File: config.mk
export PLATFORM = sky130hd
export DESIGN_NAME = jstk2_spi_responder
export DESIGN_NICKNAME = d
export VERILOG_FILES = /design/src/rtl/jstk2_spi_responder.sv
export SDC_FILE = /design/constraint.sdc
export NUM_CORES = 1
export LEC_CHECK = 0
export ABC_AREA = 1
export BUFFER_PORTS_ARGS = -buffer_cell sky130_fd_sc_hd__clkbuf_2
export CORE_ASPECT_RATIO = 1.1
export CORE_UTILIZATION = 50
export DETAILED_ROUTE_END_ITERATION = 16
export PLACE_DENSITY = 0.72
export SLEW_MARGIN = 20
export SYNTH_ARGS = -nofsm -noshare
export SYNTH_HDL_FRONTEND = slang
export SYNTH_SLANG_ARGS = --single-unit
File: constraint.sdc
create_clock -name clk -period 1.8 [get_ports clk]
set_input_delay 0.27 -clock clk [delete_from_list [all_inputs] [get_ports clk]]
set_output_delay 0.27 -clock clk [all_outputs]
set_load 0.1 [all_outputs]
File: src/rtl/jstk2_spi_responder.sv
// PmodJSTK2 emulator: SPI mode-0 responder serving a 5-byte X/Y/button frame and capturing MOSI.
// Optional macro JSTK2_LED_CMD_EN: command 8'h84 loads MOSI bytes 1..3 into led_rgb at frame_done.
module jstk2_spi_responder #(
  parameter int SYNC_STAGES = 2,
  parameter int NUM_BYTES   = 5
) (
  input  logic        clk,
  input  logic        rst,
  input  logic        ss,
  input  logic        sclk,
  input  logic        mosi,
  output logic        miso,
  input  logic [9:0]  x_pos,
  input  logic [9:0]  y_pos,
  input  logic [1:0]  buttons,
  output logic [7:0]  cmd,
  output logic        cmd_valid,
  output logic        busy,
  output logic        frame_done,
  output logic        frame_err,
  output logic [23:0] led_rgb
);

  localparam int NBITS = 8 * NUM_BYTES;
  localparam int CW    = $clog2(NBITS + 1);

  typedef enum logic [1:0] {IDLE, SHIFT, DONE} state_t;

  state_t                 state;
  logic [SYNC_STAGES-1:0] ss_s, sclk_s, mosi_s;
  logic                   ss_d, sclk_d;
  logic                   ss_q, sclk_q, mosi_q;
  logic                   ss_fall, ss_rise, sclk_rise, sclk_fall;
  logic                   fall_pend;
  logic [CW-1:0]          bit_cnt;
  logic [39:0]            base;
  logic [39:0]            tx_sh;
  logic [6:0]             rx;
  logic [7:0]             rx_byte;

  assign ss_q      = ss_s[SYNC_STAGES-1];
  assign sclk_q    = sclk_s[SYNC_STAGES-1];
  assign mosi_q    = mosi_s[SYNC_STAGES-1];
  assign ss_fall   = ss_d & ~ss_q;
  assign ss_rise   = ~ss_d & ss_q;
  assign sclk_rise = ~sclk_d & sclk_q;
  assign sclk_fall = sclk_d & ~sclk_q;
  assign rx_byte   = {rx, mosi_q};

  assign base = {x_pos[7:0], 6'b0, x_pos[9:8], y_pos[7:0], 6'b0, y_pos[9:8], 6'b0, buttons};

  // Synchronisers reset to the idle bus state so release of reset never looks like an edge.
  always_ff @(posedge clk or negedge rst) begin
    if (!rst) begin
      ss_s   <= '1;
      sclk_s <= '0;
      mosi_s <= '0;
      ss_d   <= 1'b1;
      sclk_d <= 1'b0;
    end else begin
      ss_s   <= {ss_s[SYNC_STAGES-2:0], ss};
      sclk_s <= {sclk_s[SYNC_STAGES-2:0], sclk};
      mosi_s <= {mosi_s[SYNC_STAGES-2:0], mosi};
      ss_d   <= ss_q;
      sclk_d <= sclk_q;
    end
  end

`ifdef JSTK2_LED_CMD_EN
  logic [23:0] led_sh;
`else
  assign led_rgb = 24'h0;
`endif

  always_ff @(posedge clk or negedge rst) begin
    if (!rst) begin
      state      <= IDLE;
      miso       <= 1'b0;
      cmd        <= 8'h00;
      cmd_valid  <= 1'b0;
      busy       <= 1'b0;
      frame_done <= 1'b0;
      frame_err  <= 1'b0;
      fall_pend  <= 1'b0;
      bit_cnt    <= '0;
      tx_sh      <= '0;
      rx         <= '0;
`ifdef JSTK2_LED_CMD_EN
      led_sh     <= '0;
      led_rgb    <= '0;
`endif
    end else begin
      cmd_valid  <= 1'b0;
      frame_done <= 1'b0;
      frame_err  <= 1'b0;
      case (state)
        IDLE: begin
          miso <= 1'b0;
          if (ss_fall || fall_pend) begin
            fall_pend <= 1'b0;
            state     <= SHIFT;
            tx_sh     <= {base[38:0], 1'b0};
            miso      <= base[39];
            bit_cnt   <= '0;
            busy      <= 1'b1;
          end
        end
        SHIFT: begin
          if (ss_rise) begin
            state <= DONE;
            miso  <= 1'b0;
            if (bit_cnt == CW'(NBITS)) frame_done <= 1'b1;
            else                       frame_err  <= 1'b1;
            if (bit_cnt >= CW'(8)) cmd_valid <= 1'b1;
`ifdef JSTK2_LED_CMD_EN
            if (bit_cnt == CW'(NBITS) && cmd == 8'h84) led_rgb <= led_sh;
`endif
          end else if (sclk_rise && bit_cnt != CW'(NBITS)) begin
            rx      <= rx_byte[6:0];
            bit_cnt <= bit_cnt + CW'(1);
            if (bit_cnt == CW'(7)) cmd <= rx_byte;
`ifdef JSTK2_LED_CMD_EN
            if (bit_cnt == CW'(15) || bit_cnt == CW'(23) || bit_cnt == CW'(31))
              led_sh <= {led_sh[15:0], rx_byte};
`endif
          end else if (sclk_fall) begin
            // Zeros shift in behind the frame, so anything past the last byte reads as 0.
            if (bit_cnt == CW'(NBITS)) begin
              miso <= 1'b0;
            end else begin
              miso  <= tx_sh[39];
              tx_sh <= {tx_sh[38:0], 1'b0};
            end
          end
        end
        DONE: begin
          state <= IDLE;
          busy  <= 1'b0;
          miso  <= 1'b0;
          if (ss_fall) fall_pend <= 1'b1;
        end
        default: state <= IDLE;
      endcase
    end
  end

endmodule
==> results.py, run 1 <==
metrics = {
    "power": {
        "comb_power_share_pct": 42.7,
        "finalPower_mw": 7.18,
        "p_per_area_mw_per_mm2": 1640,
        "seqPwrFrac_pct": 33.7,
        "switching_share_pct": 42.0,
        "intPower_mw": 4.16,
        "p_switching_mw": 3.02,
        "ir_worst_vdd_mv": 0.966,
        "power_frac_clock_pct": 23.5,
        "p_leak_nw": 2.41,
    },
    "clock_tree": {
        "clk_path_buf_depth": 2,
        "htree_levels": 3,
        "numCtsBuffers": 9,
        "cts_sinks": 76,
        "clock-root-buffer": "clkbuf_8",
        "clk_pin_slew_ps": 70,
        "cts_tree": "done",
        "clk_latency_ps": 350,
    },
    "detailed_routing": {
        "post_drt_wl_per_cell_um": 11.1,
        "vias_per_cell": 4.75,
        "wl_um": 6970,
        "drc": 0,
        "vias": 2992,
        "ant_nets": 0,
        "dr.pass1.iters": 4,
        "drt_iter0_drc": 155,
    },
    "timing": {
        "max_slew_margin_pct": 64.2,
        "worst_pin_slew_ps": 540,
        "min_period_over_period_pct": 93.5,
        "setup_slack_ps": 116,
        "clock_skew_ps": 9.42,
        "drv_slew": 0,
        "setup_violations": 0,
        "clock.fmax_mhz": 594,
        "hold_viol": 0,
        "min_period_ps": 1680,
        "setup-tns-final_ps": 0,
    },
    "run": {
        "cap_viol_max_count": 0,
    },
    "logic_synthesis": {
        "synth_top_cell_by_area": "dfrtp_1",
        "syn_area_sq_mm": 0.00386,
        "yosysUniqueCellTypes": 28,
        "yosysWarningCount": 0,
        "avgSynthCellArea_sq_um": 8.08,
        "synth-seq-area-share_pct": 49.4,
        "synthCells": 478,
        "synth_area_leaders": "dfrtp_1 (47%), nand2_1 (23%), buf_4 (5.1%)",
        "ys_ff_latch": 76,
        "synth_top_area_share_pct": 47.3,
    },
    "critical_path": {
        "crit_path_start_kind": "flop",
        "worstPathRequired_ps": 2040,
        "arrival_ps": 1920,
        "r2r_slack_ps": 120,
        "critical_path.max_fanout": 25,
        "endpoint_kind": "flop",
        "r2r_end": "tx_sh[3]",
        "reg2reg_depth": 9,
        "crit_type": "reg -> reg",
        "worstReg2RegStart": "state[0]",
    },
    "layout": {
        "multi_input_area_sq_mm": 0.00164,
        "drive_gt1_share_pct": 16.2,
        "antenna_cells": 0,
        "fin_util_pct": 58.5,
        "syn_to_final_growth_pct": 13.2,
        "final_cell_mix": "nand2_1 (231), dfrtp_1 (73), clkbuf_2 (38)",
        "layout.nets": 554,
        "fill_cells": 683,
        "final_common_cell": "nand2_1",
        "ff_latch_area_sq_mm": 0.00191,
    },
    "place": {
        "io_buffers": 39,
        "dp_hpwl_um": 4590,
        "gp_congestion": 0.765,
        "dpl_worst_slack_ps": 107,
    },
    "global_routing": {
        "antenna_found_initial": 0,
        "grt_pass1_vias": 2786,
        "gr-usage-all-layers_pct": 19.3,
        "overflow": 0,
        "grt_start_max_net_pins": 55,
        "grt_pass1_wl_um": 12200,
    },
    "min_path": {
        "hold_depth": 1,
        "hold_class": "in -> reg",
        "min_from": "mosi",
        "min_to": "mosi_s[0]",
    },
    "floorplanning": {
        "initial_core_util_pct": 51.7,
        "io_pins": 64,
        "die_area_sq_mm": 0.00808,
        "num_rows": 33,
        "die_y_um": 94.2,
        "fp.dieW_um": 85.8,
        "core_sq_mm": 0.00747,
    },
    "status": {
        "status": "finished clean",
    },
}
## critical path, stage by stage, from the launching register on
cell and delay, ps:
dfrtp_1 420, inv_1 110, ha_1 230, nand3_1 160
nand3_2 100, inv_2 120, nand2_2 70, buf_4 220
nand2_1 90, nand2_1 50
## Yosys cell counts
cell type and number:
nand3_2 2, clkbuf_1 4, nor3_1 1, a31oi_1 1
nand3_1 37, inv_1 20, conb_1 1, nor2_8 1
buf_2 10, inv_4 1, nand2_2 2, o21ai_0 7
dfstp_2 3, o21ai_4 1, inv_2 3, buf_4 26
nor2_1 12, nor2_2 1, nand3b_1 20, a21oi_1 3
buf_6 6, ha_1 7, nand3_4 1, nor4_4 1
nand2_1 232, dfrtp_1 73, nand4_1 1, nor2_4 1
## layer usage
metal  vias to the layer above  share of wire, %  global-route usage [%]
met5                         -                 0                       0
met4                         0               1.6                    8.33
met3                         8               2.6                    3.16
met2                        55                49                    33.3
met1                      1408                47                    23.8
li1                       1521                 -                       -
## through the flow
step / hold WS (ps) / area, sq um / cells
4_1_cts: 8.20 / 4340 / 630
2_1_floorplan: -25.6 / 3950 / 501
3_3_place_gp: 183 / 4060 / 612
5_1_grt: 12.7 / 4370 / 630
6_report: 28.1 / 4370 / 630
3_5_place_dp: 189 / 4060 / 612
## sequential cells by signal (all words and copies together) (netlist names)
| register | flops |
|---|---|
| sclk_s | 2 |
| mosi_s | 2 |
| fall_pend | 1 |
| ss_s | 2 |
| cmd | 8 |
| busy | 1 |
| rx | 7 |
| cmd_valid | 1 |
| ss_d | 1 |
| frame_err | 1 |
| tx_sh | 39 |
| state | 2 |
| sclk_d | 1 |
| bit_cnt | 6 |
| miso | 1 |
| frame_done | 1 |
## power by group through the flow
stage | clock network (mW) | logic (mW) | registers [mW]
2_1_floorplan | 0 | 2.35 | 2.58
3_3_place_gp | 0 | 2.96 | 2.44
3_5_place_dp | 0 | 3.03 | 2.44
4_1_cts | 1.73 | 3.03 | 2.42
5_1_grt | 1.80 | 3.46 | 2.48
6_report | 1.69 | 3.07 | 2.42
## logic make-up (layout without fill, tap and decap cells)
| logic type | Yosys count | in the layout | synth area share [%] |
|---|---|---|---|
| other cells | 1 | 24 | 0.0971 |
| flops | 76 | 76 | 49.4 |
| simple gates | 312 | 312 | 35.5 |
| compound gates | 12 | 12 | 1.88 |
| fa+ha+maj | 7 | 7 | 2.27 |
| buf+inv | 70 | 94 | 10.9 |
## how the worst max path moves through the flow
stage	startpoint	end	slack (ps)	depth (start not counted)
3_5_place_dp	state[1]	cmd[7]	110	9
4_1_cts	state[1]	cmd[7]	90	9
5_1_grt	state[0]	tx_sh[17]	-20	9
6_report	state[0]	tx_sh[3]	120	9
3_3_place_gp	state[1]	cmd[6]	120	9
2_1_floorplan	state[1]	tx_sh[29]	170	11
## final cells by class
cell class / count / area share (%)
Tap cell: 105 / 3.01
Clock inverter: 4 / 2.75
Timing Repair Buffer: 54 / 7.67
Clock buffer: 12 / 3.32
Multi-Input combinational cell: 355 / 37.5
Inverter: 24 / 2.18
Sequential cell: 76 / 43.6
## repair_timing
action,4_1_cts,5_1_grt
resized for setup,0,6
setup endpoints to repair,0,49
setup buffers,0,0
hold buffers,2,0
hold endpoints to repair,23,0
Note: power is estimated with default switching activity, not from simulation.
==> run 2: changes to the inputs <==
--- a/config.mk
+++ b/config.mk
@@ -6,11 +6,11 @@
 export NUM_CORES = 1
 export LEC_CHECK = 0
 export ABC_AREA = 1
-export BUFFER_PORTS_ARGS = -buffer_cell sky130_fd_sc_hd__clkbuf_2
+export BUFFER_PORTS_ARGS = -buffer_cell sky130_fd_sc_hd__buf_2
 export CORE_ASPECT_RATIO = 1.1
 export CORE_UTILIZATION = 50
 export DETAILED_ROUTE_END_ITERATION = 16
-export PLACE_DENSITY = 0.72
+export PLACE_DENSITY = 0.75
 export SLEW_MARGIN = 20
 export SYNTH_ARGS = -nofsm -noshare
 export SYNTH_HDL_FRONTEND = slang
==> constraint.sdc (replaced) <==
create_clock -name clk -period 1.4 [get_ports clk]
set_input_delay 0.21 -clock clk [delete_from_list [all_inputs] [get_ports clk]]
set_output_delay 0.21 -clock clk [all_outputs]
set_load 0.1 [all_outputs]
==> run 2 against run 1 <==
Compared with the run above: the flow now finishes with violations (negative setup slack); setup slack lost 280 ps; largest power group unchanged; first-iteration DRC count increased by 25%; count of clock-buffer cells in the layout fell by 3; combinational power grew 88%; routed wire length grew 22%; highest routed layer unchanged; critical path type unchanged; non-clock buffer count rose by 38; critical path depth up 1; total power grew 46%; hold slack improved by 78 ps; clock skew grew 5.1 ps; via count rose by 8.0%.
==> results.py, run 2 (synthesis gave the netlist of run 1 again) <==
metrics = {
    "detailed_routing": {
        "wl_um": 8540,
        "top_layer_used": "met4",
        "post_drt_wl_per_cell_um": 12.8,
        "wl_met1_um": 3660,
        "wl_met3_um": 284,
        "wl_met2_um": 4350,
        "vias": 3231,
        "drc": 0,
        "ant_nets": 0,
        "drt_iter0_drc": 194,
        "vias_per_cell": 4.84,
        "dr.pass1.iters": 4,
    },
    "power": {
        "p_leak_nw": 2.65,
        "ir_worst_vdd_mv": 1.29,
        "finalPower_mw": 10.5,
        "p_per_area_mw_per_mm2": 2110,
    },
    "place": {
        "dp_hpwl_um": 5030,
        "gp_congestion": 0.842,
        "dp_cells": 630,
        "io_buffers": 39,
    },
    "critical_path": {
        "crit_path_start_kind": "flop",
        "arrival_ps": 1860,
        "startpoint": "state[1]",
        "r2r_end": "cmd[0]",
        "worstReg2RegStart": "state[1]",
        "endpoint_kind": "flop",
        "worstPathRequired_ps": 1700,
        "reg2reg_depth": 10,
        "crit_type": "reg -> reg",
        "r2r_slack_ps": -170,
        "critical_path.max_fanout": 6,
    },
    "global_routing": {
        "overflow": 0,
        "grt_pass1_wl_um": 13800,
        "gr-usage-all-layers_pct": 22.2,
        "antenna_found_initial": 0,
        "grt_pass1_vias": 3140,
        "grt_start_max_net_pins": 64,
    },
    "layout": {
        "antenna_cells": 0,
        "multi_input_area_sq_mm": 0.00187,
        "largest_reg_flops": 39,
        "fill_cells": 598,
        "final_common_cell": "nand2_1",
        "reg_top3": "tx_sh x39, cmd x8, rx x7",
        "drive_gt1_share_pct": 30.0,
        "layout.nets": 592,
        "final_cell_mix": "nand2_1 (209), dfrtp_1 (73), buf_4 (37)",
        "ff_latch_area_sq_mm": 0.00191,
        "final_cells": 668,
        "fin_util_pct": 66.4,
        "syn_to_final_growth_pct": 28.6,
        "top_register": "tx_sh",
    },
    "clock_tree": {
        "clk_path_buf_depth": 2,
        "htree_levels": 3,
        "clk_latency_ps": 360,
        "clock-root-buffer": "clkbuf_8",
        "cts_sinks": 76,
        "numCtsBuffers": 9,
        "cts_tree": "done",
        "clk_pin_slew_ps": 80,
    },
    "run": {
        "cap_viol_max_count": 0,
    },
    "floorplanning": {
        "io_pins": 64,
        "die_area_sq_mm": 0.00808,
        "initial_core_util_pct": 51.7,
        "die_y_um": 94.2,
        "core_sq_mm": 0.00747,
        "num_rows": 33,
        "fp.dieW_um": 85.8,
    },
    "timing": {
        "hold_viol": 0,
        "setup_slack_ps": -168,
        "holdWs_ps": 106,
        "drv_slew": 0,
        "min_period_ps": 1570,
        "setup_violations": 60,
        "clock_skew_ps": 14.5,
        "rsz0062_at_grt": "yes",
        "min_period_over_period_pct": 112,
        "clock.fmax_mhz": 638,
    },
    "min_path": {
        "hold_depth": 3,
        "min_from": "buttons[0]",
        "min_to": "tx_sh[1]",
        "hold_class": "in -> reg",
    },
    "status": {
        "violations": "negative setup slack",
        "status": "finished, violations left",
    },
}
==> run 2: through the flow <==
step           setup TNS (ps)  setup WS (ps)  cell area, sq um
4_1_cts                 -2880          -79.8              4710
6_report                -5340           -168              4970
5_1_grt                -10440           -259              4970
3_5_place_dp            -6290           -162              4300
2_1_floorplan           -3180           -119              3990
3_3_place_gp            -3190          -81.5              4300
==> run 2: what timing repair did <==
| action | in CTS | in global routing |
|---|---|---|
| resized for setup | 27 | 48 |
| hold endpoints to repair | 16 | 0 |
| pin swaps | 10 | 17 |
| gates cloned | 0 | 2 |
| endpoints found under the setup margin | 59 | 66 |
| hold buffers | 4 | 0 |
| setup buffers | 12 | 6 |
==> run 2: cell type report <==
class	count	share of cell area [%]
well taps	105	2.65
clock inverters	7	1.13
flip-flops and latches	76	38.4
repair buffers	92	15.3
multi-input cells	355	37.7
inverters	24	2.27
clock buffers	9	2.49
==> run 2: power by group <==
| part | internal [mW] | switching [mW] | total (mW) | leakage, nW |
|---|---|---|---|---|
| clock network | 0.667 | 0.876 | 1.54 | 0.0910 |
| registers | 2.78 | 0.357 | 3.14 | 0.996 |
| logic | 2.27 | 3.51 | 5.78 | 1.56 |
==> run 2: worst max-delay path by stage <==
stage            endpoint  slack (ps)  cells past startpoint
2_1_floorplan   tx_sh[29]        -120                     12
5_1_grt            cmd[6]        -260                     10
4_1_cts         tx_sh[12]         -80                     10
3_3_place_gp    tx_sh[20]         -80                     10
3_5_place_dp   bit_cnt[5]        -160                     10
6_report           cmd[0]        -170                     10
==> run 2: layer usage <==
layer,global-route usage [%],up-vias
li1,-,1599
met1,27.0,1547
met2,37.7,68
met3,5.45,17
met4,8.89,0
met5,0,-
==> run 2: worst max-delay path, stage by stage (launching register included) <==
cell and delay, ps:
dfrtp_1 390, inv_2 110, ha_4 180, inv_6 50
buf_12 120, nor2_8 120, nand3_4 120, inv_8 120
buf_12 130, nand3_2 70, nand2_1 80
